$ cat src/rtl/gpio_ext_clk_driver.sv
// rtl/gpio_ext_clk_driver.sv - GPIO pattern engine with per-bit ext_clk-relative update timing
//
// Purpose: accepts one GPIO pattern per req_valid/req_ready handshake and drives
// each bit either at accept, ahead of the ext_clk rising edge, or ahead of the
// ext_clk falling edge, generating exactly one ext_clk pulse per transaction.
//
// Ports:
//   clk, rst_n            clock (posedge) and synchronous active-low reset
//   req_valid/req_ready   pattern handshake (req_ready is combinational)
//   req_data              target gpio value
//   req_use_ext           per bit: 1 = update relative to ext_clk, 0 = update at accept
//   req_edge              per bit: 1 = before ext_clk rise, 0 = before ext_clk fall
//   abort                 cancel the transaction in flight
//   gpio, ext_clk         registered pin outputs
//   busy, done, txn_cnt   status: engine active, completion pulse, completed count
module gpio_ext_clk_driver #(
   parameter int                WIDTH     = 32,
   parameter int                SETUP_CYC = 2,
   parameter int                HIGH_CYC  = 5,
   parameter int                LOW_CYC   = 5,
   parameter logic [WIDTH-1:0]  RESET_VAL = '0,
   parameter int                CNT_W     = 16
) (
   input  logic              clk,
   input  logic              rst_n,
   input  logic              req_valid,
   output logic              req_ready,
   input  logic [WIDTH-1:0]  req_data,
   input  logic [WIDTH-1:0]  req_use_ext,
   input  logic [WIDTH-1:0]  req_edge,
   input  logic              abort,
   output logic [WIDTH-1:0]  gpio,
   output logic              ext_clk,
   output logic              busy,
   output logic              done,
   output logic [CNT_W-1:0]  txn_cnt
);

   localparam int MAX_LEN = (SETUP_CYC > HIGH_CYC)
                            ? ((SETUP_CYC > LOW_CYC) ? SETUP_CYC : LOW_CYC)
                            : ((HIGH_CYC > LOW_CYC) ? HIGH_CYC : LOW_CYC);
   localparam int PH_W = (MAX_LEN > 1) ? $clog2(MAX_LEN) : 1;

   typedef enum logic [2:0] {
      ST_IDLE,
      ST_A,    // setup before edge=1 bits are driven
      ST_B,    // setup between edge=1 bits and ext_clk rise
      ST_C,    // ext_clk high, before edge=0 bits are driven
      ST_D,    // ext_clk high, edge=0 bits settling before fall
      ST_E     // ext_clk low tail
   } state_t;

   state_t              state_q, state_d;
   logic [PH_W-1:0]     cnt_q, cnt_d;
   logic [WIDTH-1:0]    gpio_q, gpio_d;
   logic [WIDTH-1:0]    data_q, data_d;
   logic [WIDTH-1:0]    use_ext_q, use_ext_d;
   logic [WIDTH-1:0]    edge_q, edge_d;
   logic                ext_clk_q, ext_clk_d;
   logic                done_q, done_d;
   logic [CNT_W-1:0]    txn_cnt_q, txn_cnt_d;
   logic                accept;
   logic [WIDTH-1:0]    rise_mask;
   logic [WIDTH-1:0]    fall_mask;

   assign req_ready = (state_q == ST_IDLE) && !abort && rst_n;
   assign accept    = req_valid && req_ready;
   assign rise_mask = use_ext_q & edge_q;
   assign fall_mask = use_ext_q & ~edge_q;

   always_comb begin
      state_d   = state_q;
      cnt_d     = cnt_q;
      gpio_d    = gpio_q;
      data_d    = data_q;
      use_ext_d = use_ext_q;
      edge_d    = edge_q;
      ext_clk_d = ext_clk_q;
      done_d    = 1'b0;
      txn_cnt_d = txn_cnt_q;

      if (state_q == ST_IDLE) begin
         if (accept) begin
            data_d    = req_data;
            use_ext_d = req_use_ext;
            edge_d    = req_edge;
            // Synchronous bits take the new value right at accept.
            gpio_d    = (gpio_q & req_use_ext) | (req_data & ~req_use_ext);
            state_d   = ST_A;
            cnt_d     = PH_W'(SETUP_CYC - 1);
         end
      end else if (abort) begin
         // Cancel: pins freeze where they are, clock forced low, no completion.
         state_d   = ST_IDLE;
         ext_clk_d = 1'b0;
      end else if (cnt_q != '0) begin
         cnt_d = cnt_q - PH_W'(1);
      end else begin
         case (state_q)
            ST_A: begin
               gpio_d  = (gpio_q & ~rise_mask) | (data_q & rise_mask);
               state_d = ST_B;
               cnt_d   = PH_W'(SETUP_CYC - 1);
            end
            ST_B: begin
               ext_clk_d = 1'b1;
               state_d   = ST_C;
               cnt_d     = PH_W'(HIGH_CYC - 1);
            end
            ST_C: begin
               gpio_d  = (gpio_q & ~fall_mask) | (data_q & fall_mask);
               state_d = ST_D;
               cnt_d   = PH_W'(HIGH_CYC - 1);
            end
            ST_D: begin
               ext_clk_d = 1'b0;
               state_d   = ST_E;
               cnt_d     = PH_W'(LOW_CYC - 1);
            end
            ST_E: begin
               done_d    = 1'b1;
               txn_cnt_d = txn_cnt_q + CNT_W'(1);
               state_d   = ST_IDLE;
            end
            default: begin
               state_d   = ST_IDLE;
               ext_clk_d = 1'b0;
            end
         endcase
      end
   end

   always_ff @(posedge clk) begin
      if (!rst_n) begin
         state_q   <= ST_IDLE;
         cnt_q     <= '0;
         gpio_q    <= RESET_VAL;
         data_q    <= '0;
         use_ext_q <= '0;
         edge_q    <= '0;
         ext_clk_q <= 1'b0;
         done_q    <= 1'b0;
         txn_cnt_q <= '0;
      end else begin
         state_q   <= state_d;
         cnt_q     <= cnt_d;
         gpio_q    <= gpio_d;
         data_q    <= data_d;
         use_ext_q <= use_ext_d;
         edge_q    <= edge_d;
         ext_clk_q <= ext_clk_d;
         done_q    <= done_d;
         txn_cnt_q <= txn_cnt_d;
      end
   end

   assign gpio    = gpio_q;
   assign ext_clk = ext_clk_q;
   assign busy    = (state_q != ST_IDLE);
   assign done    = done_q;
   assign txn_cnt = txn_cnt_q;

endmodule

$ cat config.mk
export PLATFORM = sky130hd
export DESIGN_NAME = gpio_ext_clk_driver
export DESIGN_NICKNAME = d
export VERILOG_FILES = /design/src/rtl/gpio_ext_clk_driver.sv
export SDC_FILE = /design/constraint.sdc
export NUM_CORES = 1
export LEC_CHECK = 0
export CAP_MARGIN = 0
export CORE_MARGIN = 4
export CORE_UTILIZATION = 55
export CTS_BUF_LIST = sky130_fd_sc_hd__clkbuf_16
export DETAILED_ROUTE_END_ITERATION = 12
export PLACE_DENSITY_LB_ADDON = 0.3
export RECOVER_POWER = 25
export SKIP_CTS_REPAIR_TIMING = 1
export SYNTH_ARGS = -nofsm -noshare
export SYNTH_HDL_FRONTEND = slang
export SYNTH_SLANG_ARGS = --single-unit
$ cat constraint.sdc
create_clock -name clk -period 2.9 [get_ports clk]
set_input_delay 0.58 -clock clk [delete_from_list [all_inputs] [get_ports clk]]
set_output_delay 0.58 -clock clk [all_outputs]
set_load 0.05 [all_outputs]
-- Word-level counts from Yosys, hierarchy flattened
Cells that the tools add are included.
- add/sub/neg operators: 2
- reductions and logical operators: 18
- bitwise logic cells: 19
- eq/ne operators: 11
- muxes and demuxes: 18
- operators by type and width (kind ; number):
    AND 32 bit ; 8
    two-way mux 32 bit ; 4
    NOT 32 bit ; 4
    bitwise OR 32 bit ; 3
    one-hot mux 32 bit (2 select lines) ; 1
    two-way mux 3 bit ; 7
    adder 16 x 1 -> 16 bit, second input constant ; 1
    one-hot mux 3 bit (4 select lines) ; 1
    nonzero test 3 bit ; 3
    AND reduction 4 bit ; 2
    == test 3 x 2 -> 1 bit, second input constant ; 2
    == test 3 bit, second input constant ; 2
    inequality test 2 bit, second input constant ; 3
    one-hot mux 3 bit (2 select lines) ; 1
    AND reduction 3 bit ; 2
    OR reduction 3 bit ; 2
    inequality test 2 x 1 -> 1 bit, second input constant ; 2
    NOT 1 bit ; 4
    AND reduction 2 bit ; 2
    nonzero test 4 bit ; 1
    OR reduction 4 bit ; 1
    == test 3 x 1 -> 1 bit, second input constant ; 1
    logical AND 1 bit ; 3
    zero test 3 bit ; 1
    other kinds (5) ; 7
- input port bits: 100
- output and inout bits: 52
- bits in registers: 152

-- Longest topological paths before layout
Gate-level depths: netlist of run 1.
- word-level depth: 9
- depth in mapped cells: 8
- gate-level depth less buffers: 5

-- Worst setup path after synthesis of run 1
Ideal clock, no wire load.
- kind: register -> output
- start: reg state_q[2]
- end: out req_ready
- path buffers: 2
- stages on the path, launching flop included: 6
- arrival: 2091 ps
- required time: 2320 ps
- setup slack: 229 ps
- path through: dfxtp_1 -> nor3_1 -> inv_1 -> clkbuf_1 -> clkbuf_1 -> nor2_1
- word-level cells in the longest chain between the ends: 3
- RTL lines (what ; line ; RTL):
    start, declared ; 53 ; state_t state_q, state_d;
    start signal, assigned ; 145 ; state_q <= state_d;
    zero test 3 bit ; 66 ; assign req_ready = (state_q == ST_IDLE) && !abort && rst_n;
    logical AND 1 bit (2 in series) ; 66 ;
    end, declared ; 27 ; output logic req_ready,
Every way passes these cells.

-- Final worst setup path of run 1
Same ends and word-level chain as after synthesis.

==> results.tsv, run 1 <==
stage	metric	value	unit
outcome	status	completed	
yosys	synth-seq-cells	152	
floorplan	start_util	56.9	%
sta	timing.final.crit_share	94.6	%
yosys	ys_top_cells_by_count	nand2_1 (301), a21oi_1 (207), dfxtp_1 (152), clkbuf_1 (63), o21ai_0 (63)	
floorplan	die_w	129	µm
floorplan	core_area	14100	µm²
power_and_ir_drop	power_density	610	nW/µm²
layout	drive_above_1_share	6.58	%
cts	cts_root_buf	clkbuf_16	
placed_design	placed_cell_area	9610	µm²
drt	vias_per_cell	6.06	
yosys	yosysUniqueCellTypes	49	
cts	numCtsBuffers	17	
setup_path	startpoint_type	register	
global_route	antenna_found_initial	1	
run	cap_viol_max_count	0	
yosys	synth.top_cell.area_share	37.9	%
power_and_ir_drop	clkPwrFrac	36.8	%
global_route	grt_start_max_net_pins	77	
cts	tritoncts	built	
drt	avgRoutedWirePerCell	16.8	µm
power_and_ir_drop	vdd_drop_max	409	µV
cts	cts_num_sinks	152	
cts	h-tree-depth	4	
yosys	synth_edf_count	0	
placed_design	hpwl	14500	µm
placed_design	dp_cells	1364	
yosys	async_reset_ff_share	0	%
yosys	post-synth-top-count-cell	nand2_1	
layout	multi_input_area	4590	µm²
setup_path	required	2.32	ns
global_route	grt_pass1_vias	8087	
layout	stdcell_area	10200	µm²
cts	cts.path.max_buffers	2	
drt	firstDrtPassIters	5	
layout	fin_util	72.4	%
power_and_ir_drop	power_frac_seq	37.1	%
power_and_ir_drop	p_comb_share	26.1	%
setup_path	arrival	2.16	ns
sta	hold_ws	0.457	ns
layout	final_cells	1397	
power_and_ir_drop	switchingPower	2.02	mW
layout	area_growth	27.3	%
placed_design	portBuffers	151	
floorplan	io-pin-count	152	
setup_path	cp_max_fo	25	
power_and_ir_drop	p_sw_share	32.5	%
yosys	synth_area	8020	µm²
cts	clk_pin_slew	0.06	ns
yosys	seq_area_frac_synth	37.9	%
setup_path	end_kind	output port	
yosys	synth_flop_cell	dfxtp_1	
placed_design	place.gp.congestion	0.908	
sta	fin_tns_setup	0	ns
floorplan	num_rows	43	
yosys	yosysWarnings	0	
power_and_ir_drop	total_leakage_power	3.51	nW
drt	drt_wl_total	23500	µm
yosys	synthTopCellsByArea	dfxtp_1 (38%), nand2_1 (14%), a21oi_1 (13%)	
sta	drv_slew	0	
cts	clk_latency	0.43	ns
sta	skew	0.00531	ns
layout	fillCellCount	1173	
hold_path	worstHoldPathType	reg -> reg	
floorplan	dieArea	16600	µm²
sta	rsz0062_at_grt	no	
yosys	syn_inst	1097	
sta	timing.fmax	0.365	GHz
yosys	post-synth-top-area-cell	dfxtp_1	
yosys	synth.avg_cell_area	7.31	µm²
yosys	synth.net_count	1198	
layout	fin_nets	1304	
drt	drc_errors	0	
drt	via_count	8469	
floorplan	die_y	129	µm
drt	ant_nets	0	
layout	register_area	3050	µm²
sta	slew_headroom	43.0	%
drt	drtIter0Drc	909	
power_and_ir_drop	p_int	4.21	mW
global_route	grtUsageTotal	28.0	%
sta	finalHoldViolCount	0	
global_route	grt_pass1_wl	38000	µm
sta	period_needed	2.74	ns
global_route	overflow	0	
sta	worst_pin_slew	0.855	ns
sta	setup_viol_count_final	0	
setup_path	crit_type	reg -> out	
cell usage in the layout (no fill, tap or decap), types with 2 or more instances in the layout:
cell type        count
o31ai_1              2
o221a_2              2
buf_4               19
clkinv_1             2
or3_1               41
clkinvlp_4           4
o21ai_1              2
mux2i_1             32
and4_1               2
o21ai_0             63
nor2b_1              3
nor3b_1              2
and3_1               2
nand3b_1             2
dfxtp_1            149
clkinv_2             7
nor3_1               3
nand2b_1            33
nand4b_1            32
a21oi_1            207
xor2_1               4
buf_12               4
bufinv_16            4
dlygate4sd3_1       32
nand4_1              4
clkdlybuf4s50_1    116
clkbuf_16           17
dfxtp_2              3
a21o_1               2
nand3_1             37
nor2_1              13
o32ai_1             31
nand2_1            301
inv_1                4
o21ai_2             10
final cells by class:
class                           instances  share of cell area [%]
Multi-Input combinational cell        853                    44.9
Clock inverter                         15                    1.80
Timing Repair Buffer                  172                    16.7
Inverter                                7                   0.270
Antenna cell                            1                  0.0245
Sequential cell                       152                    29.8
Tap cell                              180                    2.21
Clock buffer                           17                    4.17
power by group through the flow:
stage / Sequential (mW) / Clock, mW / Combinational, mW
floorplan: 2.39 / 0 / 1.01
global route: 2.32 / 2.40 / 1.75
finish: 2.31 / 2.29 / 1.63
CTS: 2.31 / 2.31 / 1.61
detailed placement: 2.35 / 0 / 1.60
global placement: 2.35 / 0 / 1.58
worst max-delay path: stages, from the launching register on:
cell      delay, ns
dfxtp_2        0.50
nor3_1         0.46
clkinv_1       0.30
nor2_1         0.29
buf_12         0.18
metrics by stage:
| step | setup slack [ns] | total power, mW |
|---|---|---|
| 2_1_floorplan | 0.229 | 3.41 |
| 3_3_place_gp | 0.529 | 3.93 |
| 3_5_place_dp | 0.461 | 3.95 |
| 4_1_cts | 0.125 | 6.24 |
| 5_1_grt | 0.0161 | 6.47 |
| 6_report | 0.157 | 6.23 |
final timing paths:
kind / from / endpoint / slack, ns / cells past startpoint
worst min register to register: register / register / 0.46 / 2
worst max-delay path: state_q[2] / req_ready / 0.16 / 4
worst min-delay path: register / register / 0.46 / 2
worst max register to register: state_q[2] / txn_cnt[14] / 0.22 / 4
logic make-up (layout without fill, tap and decap cells):
group,after synthesis,after routing,synth area share [%]
muxes,32,32,3.99
other,0,1,0
AOI/OAI and AO/OA,327,327,23.2
adders and majority gates,2,2,0.281
buffers and inverters,92,211,4.85
and+or+nand+nor,486,486,29.1
DFF,152,152,37.9
xor gates and xnor gates,6,6,0.655
per-layer routing:
| metal | GRT usage [%] | vias up | wire length (µm) |
|---|---|---|---|
| met2 | 47.2 | 364 | 11400 |
| met1 | 34.1 | 3984 | 9540 |
| met3 | 7.85 | 52 | 1980 |
| li1 | - | 4067 | - |
| met4 | 10.2 | 2 | 504 |
| met5 | 0 | - | 13 |
(Power assumes the default switching activity.)
==> run 2: changes to the inputs <==
- CORE_ASPECT_RATIO: unset -> 0.6
- CORE_MARGIN: 4 -> 3
- CTS_CLUSTER_SIZE: unset -> 30
==> run 2 against run 1 <==
Compared with the run above:
- via count rose by 1.2%
- combinational power rose by 3%
- worst hold slack improved by 0.0018 ns
- die area fell by 2.8%
- cell count rose by 1.1%
- cell area rose by 0.20%
- sequential power barely moved
- fmax rose by 2.7%
- global-route usage rose by 0.94 points
- wire length rose by 2.0%
- critical path depth rose by 1
- critical endpoint unchanged
- largest cell class unchanged
==> results.tsv, run 2 (synthesis gave the netlist of run 1 again) <==
stage	metric	value	unit	change
cts	clk_pin_slew	0.07	ns	about the same
drt	vias_per_cell	6.06		about the same
power_and_ir_drop	p_comb_share	27.4	%	+1.3 points
sta	timing.final.crit_share	92.1	%	-2.5 points
sta	finalHoldViolCount	0		unchanged
hold_path	worstHoldPathType	reg -> reg		
sta	period_needed	2.67	ns	-0.0722 ns
sta	timing.fmax	0.374	GHz	+2.7%
floorplan	die_y	99.5	µm	-23%
global_route	grt_start_max_net_pins	75		-2.6%
power_and_ir_drop	vdd_drop_max	351	µV	-14%
global_route	grt_pass1_wl	38600	µm	+1.8%
cts	tritoncts	built		
cts	h-tree-depth	4		unchanged
global_route	antenna_found_initial	0		-1
layout	final_cell_mix	nand2_1 (301), a21oi_1 (207), dfxtp_1 (150)		
sta	fin_tns_setup	0	ns	unchanged
power_and_ir_drop	clkPwrFrac	35.1	%	-1.7 points
power_and_ir_drop	power_density	600	nW/µm²	-1.7%
layout	drive_above_1_share	6.80	%	+0.22 points
sta	setup_viol_count_final	0		unchanged
drt	via_count	8568		+1.2%
outcome	status	completed		
floorplan	dieArea	16100	µm²	-2.8%
layout	final_common_cell	nand2_1		
cts	clk_latency	0.42	ns	about the same
global_route	grtUsageTotal	28.9	%	+0.94 points
cts	cts.path.max_buffers	2		unchanged
setup_path	crit_type	reg -> out		
global_route	overflow	0		unchanged
sta	worst_pin_slew	1.28	ns	+0.424 ns
layout	stdcell_area	10200	µm²	+0.20%
layout	register_area	3050	µm²	about the same
power_and_ir_drop	p_sw_share	34.6	%	+2.1 points
floorplan	start_util	57.5	%	+0.57 points
sta	skew	0.0104	ns	+0.00505 ns
layout	multi_input_area	4590	µm²	+0.11%
sta	hold_ws	0.459	ns	+0.00176 ns
setup_path	required	2.32	ns	about the same
setup_path	startpoint_type	register		
power_and_ir_drop	p_int	4.01	mW	-4.6%
placed_design	place.gp.congestion	0.856		-5.7%
cts	cts_root_buf	clkbuf_16		
drt	drt_wl_total	24000	µm	+2.0%
floorplan	io-pin-count	152		unchanged
placed_design	portBuffers	151		unchanged
sta	drv_slew	0		unchanged
global_route	grt_pass1_vias	7771		-3.9%
layout	fin_nets	1309		+0.38%
placed_design	hpwl	15200	µm	+4.7%
floorplan	core_area	14000	µm²	-0.99%
placed_design	placed_cell_area	9680	µm²	+0.68%
drt	ant_nets	0		unchanged
drt	firstDrtPassIters	6		+1
floorplan	die_w	162	µm	+26%
layout	n_antenna_cell	0		-1
cts	numCtsBuffers	17		unchanged
drt	avgRoutedWirePerCell	17.0	µm	+0.89%
power_and_ir_drop	switchingPower	2.12	mW	+4.9%
sta	rsz0062_at_grt	no		
floorplan	num_rows	33		-23%
setup_path	cp_max_fo	20		-20%
run	cap_viol_max_count	0		unchanged
power_and_ir_drop	power_frac_seq	37.5	%	+0.4 points
power_and_ir_drop	total_leakage_power	3.49	nW	-0.60%
setup_path	arrival	2.09	ns	-0.07 ns
cts	cts_num_sinks	152		unchanged
sta	slew_headroom	14.7	%	-28 points
drt	drtIter0Drc	933		+2.6%
layout	fillCellCount	1155		-1.5%
setup_path	end_kind	output port		
layout	area_growth	27.5	%	
drt	drc_errors	0		unchanged
run 2: cell count changes in the layout (fill, tap and decap cells not counted), sizes merged:
cell,change
clkdlybuf4s50,+6
inv,+8
clkinv,-2
dlygate4sd3,-6
clkbuf,+1
clkinvlp,-3
diode,-1
bufinv,-3
buf,+4
run 2: final timing paths:
kind / from / to / slack (ns) / cells past startpoint
worst max-delay path: state_q[2] / req_ready / 0.23 / 5
worst max register to register: state_q[2] / edge_q[11] / 0.37 / 7
worst min-delay path: register / register / 0.46 / 2
worst min register to register: register / register / 0.46 / 2
run 2: through the flow:
stage          total power [mW]  utilization (%)  instances  worst slack (ns)
2_1_floorplan              3.41                -       1097             0.229
5_1_grt                    6.38             73.3       1413             0.145
3_5_place_dp               4.00             69.4       1381             0.350
3_3_place_gp               3.97             69.4       1381             0.397
6_report                   6.14             73.3       1413             0.230
4_1_cts                    6.13             73.4       1413             0.245
run 2: area by class of cell:
| class | count | area share, % |
|---|---|---|
| repair buffers | 177 | 17.2 |
| well taps | 192 | 2.35 |
| inverters | 7 | 0.269 |
| clock buffers | 17 | 4.16 |
| clock inverters | 15 | 1.37 |
| multi-input cells | 853 | 44.9 |
| flip-flops and latches | 152 | 29.8 |
run 2: worst max-delay path, stage by stage, from the launching register on:
cell	delay (ns)
dfxtp_2	0.48
nor3_1	0.44
clkinv_1	0.16
buf_4	0.19
nor2_1	0.23
buf_12	0.18
run 2: layer usage:
layer  track usage [%]  wire length [µm]  vias to the layer above
met4              7.86               317                        0
met1              41.4             10500                     3961
met5                 0                 0                        -
li1                  -                 -                     4076
met2              43.8             10500                      492
met3              6.78              2620                       39
run 2: power by group through the flow:
stage | clock network, mW | logic (mW) | registers (mW)
after floorplan | 0 | 1.01 | 2.39
after global placement | 0 | 1.63 | 2.34
after detailed placement | 0 | 1.66 | 2.34
after CTS | 2.17 | 1.67 | 2.30
after global routing | 2.26 | 1.80 | 2.31
final | 2.16 | 1.68 | 2.30
==> run 3: changes to the inputs <==
- CAP_MARGIN: 0 -> 20
- CORE_UTILIZATION: 55 -> 40
- HOLD_SLACK_MARGIN: unset -> 0.1
==> run 3 against run 2 <==
Compared with the run above:
- die area increased by 36%
- via count decreased by 2.6%
- global-route usage decreased by 6.1 points
- worst setup slack got worse by 0.079 ns
- largest cell class unchanged
- combinational power about the same
==> results.tsv, run 3 (synthesis gave the netlist of run 1 again) <==
stage	metric	value	unit	change
cts	clk_latency	0.42	ns	about the same
sta	slew_headroom	54.3	%	+40 points
drt	avgRoutedWirePerCell	16.9	µm	-0.20%
layout	final_cell_mix	nand2_1 (301), a21oi_1 (207), dfxtp_1 (149)		
layout	fillCellCount	1848		+60%
setup_path	end_kind	output port		
sta	timing.final.crit_share	94.8	%	+2.7 points
layout	final_common_cell	nand2_1		
sta	setup_viol_count_final	0		unchanged
setup_path	critPathTopFamily	flip-flops		
setup_path	crit_top_cell	buf_12		
setup_path	arrival	2.17	ns	+0.08 ns
run	cap_viol_max_count	0		unchanged
sta	drv_slew	0		unchanged
layout	fin_nets	1306		-0.23%
setup_path	crit_chain	nor3_2 > inv_2 > buf_12 > buf_12		
floorplan	start_util	41.5	%	-16 points
setup_path	startpoint_type	register		
drt	drc_errors	0		unchanged
global_route	grtUsageTotal	22.8	%	-6.1 points
setup_path	cp_max_fo	28		+40%
drt	drt_wl_total	25100	µm	+4.7%
drt	ant_nets	0		unchanged
floorplan	die_w	189	µm	+17%
outcome	status	completed		
cts	tritoncts	built		
sta	worst_pin_slew	0.686	ns	-0.593 ns
floorplan	io-pin-count	152		unchanged
setup_path	cp_slowest_stage_delay	0.78	ns	+0.30 ns
global_route	antenna_found_initial	1		+1
drt	wl_met2	10700	µm	+1.5%
drt	vias_per_cell	5.63		-7.2%
cts	numCtsBuffers	17		unchanged
power_and_ir_drop	total_leakage_power	3.47	nW	-0.68%
hold_path	worstHoldPathType	reg -> reg		
power_and_ir_drop	vdd_drop_max	474	µV	+35%
floorplan	core_area	19300	µm²	+38%
placed_design	place.gp.congestion	0.785		-8.3%
drt	dr_wl_met3	2210	µm	-16%
global_route	overflow	0		unchanged
global_route	grt_start_max_net_pins	78		+4.0%
cts	h-tree-depth	4		unchanged
power_and_ir_drop	power_density	592	nW/µm²	-1.3%
setup_path	required	2.32	ns	about the same
global_route	grt_pass1_vias	7623		-1.9%
layout	multi_input_area	4580	µm²	-0.25%
drt	firstDrtPassIters	5		-1
sta	fin_tns_setup	0	ns	unchanged
sta	skew	0.0111	ns	+0.000718 ns
global_route	grt_pass1_wl	40500	µm	+4.7%
drt	wl_met1	12000	µm	+14%
layout	n_antenna_cell	0		unchanged
layout	fin_util	53.1	%	-20 points
setup_path	crit_type	reg -> out		
drt	drtIter0Drc	714		-23%
sta	timing.fmax	0.364	GHz	-2.9%
placed_design	hpwl	15600	µm	+2.8%
setup_path	path_buf_inv	3		unchanged
drt	routed.top_layer	met5		
layout	register_area	3050	µm²	about the same
cts	cts_root_buf	clkbuf_16		
sta	rsz0062_at_grt	no		
sta	hold_ws	0.456	ns	-0.00278 ns
cts	cts_num_sinks	152		unchanged
layout	drive_above_1_share	6.57	%	-0.22 points
cts	clk_pin_slew	0.07	ns	about the same
placed_design	portBuffers	151		unchanged
floorplan	num_rows	39		+18%
layout	area_growth	28.0	%	
setup_path	crit_slowest_cell	dfxtp_2		
sta	period_needed	2.75	ns	+0.0794 ns
sta	finalHoldViolCount	0		unchanged
cts	cts.path.max_buffers	2		unchanged
floorplan	dieArea	21800	µm²	+36%
floorplan	die_y	116	µm	+16%
drt	via_count	8343		-2.6%
-- run 3: cell types whose count changed in the layout (fill, tap and decap cells not counted), sizes merged --
cell,before,now
inv,13,10
clkinvlp,1,4
clkdlybuf4s50,122,125
dlygate4sd3,26,23
clkinv,7,6
buf,28,25
-- run 3: per-layer routing --
layer / global-route usage [%] / up-vias
met3: 6.23 / 24
met2: 33.1 / 350
met4: 5.26 / 2
met1: 33.6 / 3894
li1: - / 4073
met5: 0 / -
-- run 3: area by class of cell --
| cell class | count | area share [%] |
|---|---|---|
| multi-input combinational | 853 | 44.6 |
| sequential | 152 | 29.7 |
| timing repair buffer | 174 | 16.9 |
| clock buffer | 17 | 4.15 |
| tap | 266 | 3.24 |
| clock inverter | 14 | 1.10 |
| inverter | 7 | 0.280 |
-- run 3: power breakdown --
part	internal, mW	total [mW]	switching (mW)
combinational	0.613	1.65	1.03
clock	1.17	2.08	0.918
sequential	2.20	2.35	0.152
-- run 3: per-stage QoR --
stage          power [mW]  cell area, µm²  std cells  setup WS (ns)
3_3_place_gp         4.00            9750       1452          0.365
4_1_cts              6.10           10300       1483         0.0267
5_1_grt              6.35           10300       1483          0.122
3_5_place_dp         4.03            9750       1452          0.313
2_1_floorplan        3.41            8020       1097          0.229
6_report             6.08           10300       1483          0.150
-- run 3: worst register-to-register path: stages (launching register included) --
cell	delay [ns]
dfxtp_2	0.78
buf_4	0.37
nand3b_1	0.20
buf_4	0.46
o32ai_1	0.20
o21ai_0	0.24
mux2i_1	0.10
-- run 3: final timing paths --
path | start | end | slack [ns] | depth (start not counted)
max | state_q[2] | busy | 0.15 | 4
min | register | register | 0.46 | 2
max reg2reg | state_q[2] | register | 0.42 | 6
min reg2reg | register | register | 0.46 | 2
